==> src/rtl/laca_4_bit.sv <==
// rtl/laca_4_bit.sv - 4-bit carry-lookahead adder slice with registered sum, carry, group P/G and overflow
// All carries are flat functions of g, p and c0 so the slice can sit under a higher-level lookahead unit.
module laca_4_bit #(
   parameter int IN_REG = 0
) (
   input  logic       clk,
   input  logic       rst_n,
   input  logic [3:0] n1,
   input  logic [3:0] n2,
   input  logic       c0,
   output logic [3:0] sum,
   output logic       carry,
   output logic       pg,
   output logic       gg,
   output logic       ovf
);

   logic [3:0] w_a;
   logic [3:0] w_b;
   logic       w_cin;

   generate
      if (IN_REG != 0) begin : g_in_reg
         logic [3:0] r_n1;
         logic [3:0] r_n2;
         logic       r_c0;

         always_ff @(posedge clk or negedge rst_n) begin
            if (!rst_n) begin
               r_n1 <= 4'd0;
               r_n2 <= 4'd0;
               r_c0 <= 1'b0;
            end else begin
               r_n1 <= n1;
               r_n2 <= n2;
               r_c0 <= c0;
            end
         end

         assign w_a   = r_n1;
         assign w_b   = r_n2;
         assign w_cin = r_c0;
      end else begin : g_no_in_reg
         assign w_a   = n1;
         assign w_b   = n2;
         assign w_cin = c0;
      end
   endgenerate

   logic [3:0] w_g;
   logic [3:0] w_p;
   logic       w_c1;
   logic       w_c2;
   logic       w_c3;
   logic       w_c4;
   logic       w_pg;
   logic       w_gg;
   logic [3:0] w_sum;
   logic       w_ovf;

   assign w_g = w_a & w_b;
   assign w_p = w_a ^ w_b;

   // Each carry is a two-level sum of products; none feeds another.
   assign w_c1 = w_g[0]
               | (w_p[0] & w_cin);
   assign w_c2 = w_g[1]
               | (w_p[1] & w_g[0])
               | (w_p[1] & w_p[0] & w_cin);
   assign w_c3 = w_g[2]
               | (w_p[2] & w_g[1])
               | (w_p[2] & w_p[1] & w_g[0])
               | (w_p[2] & w_p[1] & w_p[0] & w_cin);

   assign w_pg = &w_p;
   assign w_gg = w_g[3]
               | (w_p[3] & w_g[2])
               | (w_p[3] & w_p[2] & w_g[1])
               | (w_p[3] & w_p[2] & w_p[1] & w_g[0]);

   assign w_c4  = w_gg | (w_pg & w_cin);
   assign w_sum = w_p ^ {w_c3, w_c2, w_c1, w_cin};
   assign w_ovf = w_c4 ^ w_c3;

   logic [3:0] r_sum;
   logic       r_carry;
   logic       r_pg;
   logic       r_gg;
   logic       r_ovf;

   always_ff @(posedge clk or negedge rst_n) begin
      if (!rst_n) begin
         r_sum   <= 4'd0;
         r_carry <= 1'b0;
         r_pg    <= 1'b0;
         r_gg    <= 1'b0;
         r_ovf   <= 1'b0;
      end else begin
         r_sum   <= w_sum;
         r_carry <= w_c4;
         r_pg    <= w_pg;
         r_gg    <= w_gg;
         r_ovf   <= w_ovf;
      end
   end

   assign sum   = r_sum;
   assign carry = r_carry;
   assign pg    = r_pg;
   assign gg    = r_gg;
   assign ovf   = r_ovf;

endmodule

==> config.mk <==
export PLATFORM = sky130hd
export DESIGN_NAME = laca_4_bit
export DESIGN_NICKNAME = d
export VERILOG_FILES = /design/src/rtl/laca_4_bit.sv
export SDC_FILE = /design/constraint.sdc
export NUM_CORES = 1
export LEC_CHECK = 0
export CAP_MARGIN = 20
export CELL_PAD_IN_SITES_DETAIL_PLACEMENT = 0
export CELL_PAD_IN_SITES_GLOBAL_PLACEMENT = 1
export CORE_MARGIN = 5
export CORE_UTILIZATION = 27
export CTS_BUF_LIST = sky130_fd_sc_hd__clkbuf_8
export DETAILED_ROUTE_END_ITERATION = 6
export PLACE_DENSITY = 0.85
export SLEW_MARGIN = 30
export SYNTH_ARGS = -nofsm -noshare
export SYNTH_HDL_FRONTEND = slang
export SYNTH_SLANG_ARGS = --single-unit
export TNS_END_PERCENT = 30
==> constraint.sdc <==
create_clock -name clk -period 0.8 [get_ports clk]
set_clock_uncertainty 0.2 [all_clocks]
set_input_delay 0.08 -clock clk [delete_from_list [all_inputs] [get_ports clk]]
set_output_delay 0.08 -clock clk [all_outputs]
set_load 0.05 [all_outputs]
==> metrics.md <==
| Metric | Value |
|---|---|
| # fillers | 107 |
| DRT Pass-1 Iters | 2 |
| Area delta synth->final | 118.8% |
| Width of the die | 48.45 um |
| Core outline area | 0.001350 mm^2 |
| CTS max path bufs | 2 |
| Max IR drop VDD | between 0.0008 and 0.0009 V |
| Area after DPL | a little under 800 um^2 |
| Final Hold Fails | 8 |
| Largest net degree at the start of global routing | 9 |
| Cells after DPL | between 70 and 80 |
| Root buf cell | clkbuf_8 |
| Die ar. | 0.002347 mm^2 |
| PwrDens | between 2000 and 2500 mW/mm^2 |
| Pwr Total | around 1900 uW |
| Initial core utilization | 0.2956 |
| Final WL | 1.028 mm |
| Least-Margin Pin Slew | 0.1935 ns |
| FF+latch count, synth | 8 |
| Pleak | 0.0004021 uW |
| Initial DRC Count | 4 |
| Seq/Total Area, Yosys | 0.5016 |
| Critical Path Fanout Max | 5 |
| CP Data Required Time | 0.70 ns |
| Global route overflow | 0 |
| Status | finished, violations left |
| Io pins | 19 |
| IO buf count | 18 |
| Via count | 361 |
| Period utilization | 1.363 |
| Worst-path clk slew | 0.04 ns |
| Hold Crit Class | primary input to async pin |
| Critical Path AT | between 0.9 and 1 ns |
| Share of layout cells above drive strength 1 | 0.6935 |
| Post-Layout Cell Count | 77 |
| Maxcap violations | 0 |
| Fin Hold WS | -0.05082 ns |
| CTS Sinks | 8 |
| Slew headroom | 0.8710 |
| Setup WS post-layout | -0.2905 ns |
| Commonest non-fill, non-tap cells in the layout | 8 x dfrtp_1, 8 x buf_12, 7 x buf_4 |
| Post-Syn Instances | 32 |
| Largest cells by area after synthesis | dfrtp_1 50%, ha_1 13%, fa_1 5.0%, inv_1 4.7%, xnor2_1 4.4% |
| Dominant cell type by area after synthesis | dfrtp_1 |
| Syn_area_per_cell | 12.47 um^2 |
| Post-synth top area share | 0.5016 |
| Post-route DRC | 0 |
| RSZ-0062 raised after global routing | yes |
| Vias in the first global route | between 300 and 400 |
| # diodes | 0 |
| H-tree lvl count | 1 |
| FP Rows | 13 |
| DIE HEIGHT | 48.45 um |
| Post-Place Setup Slack | -0.9387 ns |
| Routability congestion estimate | between 0.7 and 0.8 |
| Post-Syn Area | roughly 400 um^2 |
| Critical path endpoint category | register |
| CTS Buf Count | 3 |
| Finish-stage setup viols | 16 |
| Max-slew violation count | 0 |
| Per-cell routed wire length | 13.35 um |
| Tmin final | 1.090 ns |
| ANT nets after route | 0 |
| Vias/cell | 4.688 |
| Max Clock Freq | 917.0 MHz |
| Syn_nets | 48 |
| CTS tree | done |
| Crit Path Class | primary input to register |
| Initial antenna violation count | 0 |
| HPWL Detailed | approximately 800 um |
| First-pass GRT wire length | 1.828 mm |
| GR Util All Layers | 0.09855 |
| Number of library cell types mapped by synthesis | 13 |
| Finished Cell Area | 873.3 um^2 |
| Yosys warnings | 0 |
| Failing checks | hold timing, setup timing |
| Final net count | 80 |
| Critical Path Start Type | primary input |
==> layout make-up <==
| type | instances | area [um^2] | share of cell area |
|---|---|---|---|
| clock buffer | 3 | 41.29 | 0.04728 |
| inverter | 5 | 18.77 | 0.02149 |
| sequential | 8 | 200.2 | 0.2292 |
| timing repair buffer | 27 | 319.1 | 0.3653 |
| tap | 15 | 18.77 | 0.02149 |
| multi-input combinational | 19 | 275.3 | 0.3152 |
==> cells by family (layout without fill, tap and decap cells) <==
family	Yosys count	after routing	share of synthesized area
simple gates	2	2	0.04074
xor+xnor	4	4	0.08779
buf+inv	5	35	0.04703
flops	8	8	0.5016
fa+ha+maj	5	5	0.1756
compound gates	8	8	0.1473
==> cells in the mapped netlist <==
cell and n:
a21oi_1 3, nand4_2 1, a31o_1 1, xor2_1 2, xnor2_1 2, o21ai_0 1
ha_1 4, a21o_1 2, fa_1 1, nand2_1 1, dfrtp_1 8, inv_1 5
o221ai_2 1
==> per-layer routing <==
metal  track usage  vias to the layer above  part of all wire
met2        0.1587                       16              0.50
met1        0.1036                      173              0.39
met5             0                        -                 0
li1              -                      170                 -
met3       0.04893                        2              0.10
met4       0.05381                        0             0.014
==> path summary, 6_finish.rpt <==
kind / startpoint / end / slack [ns] / depth (start not counted)
setup / recovery: n2[2] / ovf / -0.29 / 5
hold / removal: rst_n / pg / -0.05 / 2
max in group asynchronous: rst_n / sum[3] / 0.33 / 2
min in group clk: n1[2] / gg / 0.03 / 4
==> critical path, cell delays in order <==
cell	delay (ns)
buf_6	0.10
ha_4	0.26
a21o_1	0.16
a31o_1	0.22
xor2_1	0.17
==> metrics by stage <==
step	setup TNS [ns]	utilization
after CTS	-3.190	0.6256
after detailed placement	-6.630	0.5783
final	-3.124	0.6469
after global placement	-6.327	0.5783
after global routing	-3.520	0.6469
after floorplan	-2.082	-
==> power by group <==
| part | internal (uW) | total (uW) | switching [uW] |
|---|---|---|---|
| clock network | 323 | 455 | 131 |
| registers | 473 | 528 | 54.7 |
| logic | 452 | 875 | 423 |
| total | 1250 | 1860 | 609 |
==> repair_timing <==
item / in CTS / in global routing
endpoints found under the setup margin: 16 / 16
pin swaps: 13 / 3
endpoints found under the hold margin: 8 / 8
buffers inserted: 3 / 0
resized for setup: 49 / 5
==> state kept, by name, indices dropped and copies added (netlist names) <==
signal and flops:
gg 1, sum 4, carry 1, pg 1
ovf 1
Note: power is estimated with default switching activity, not from simulation.
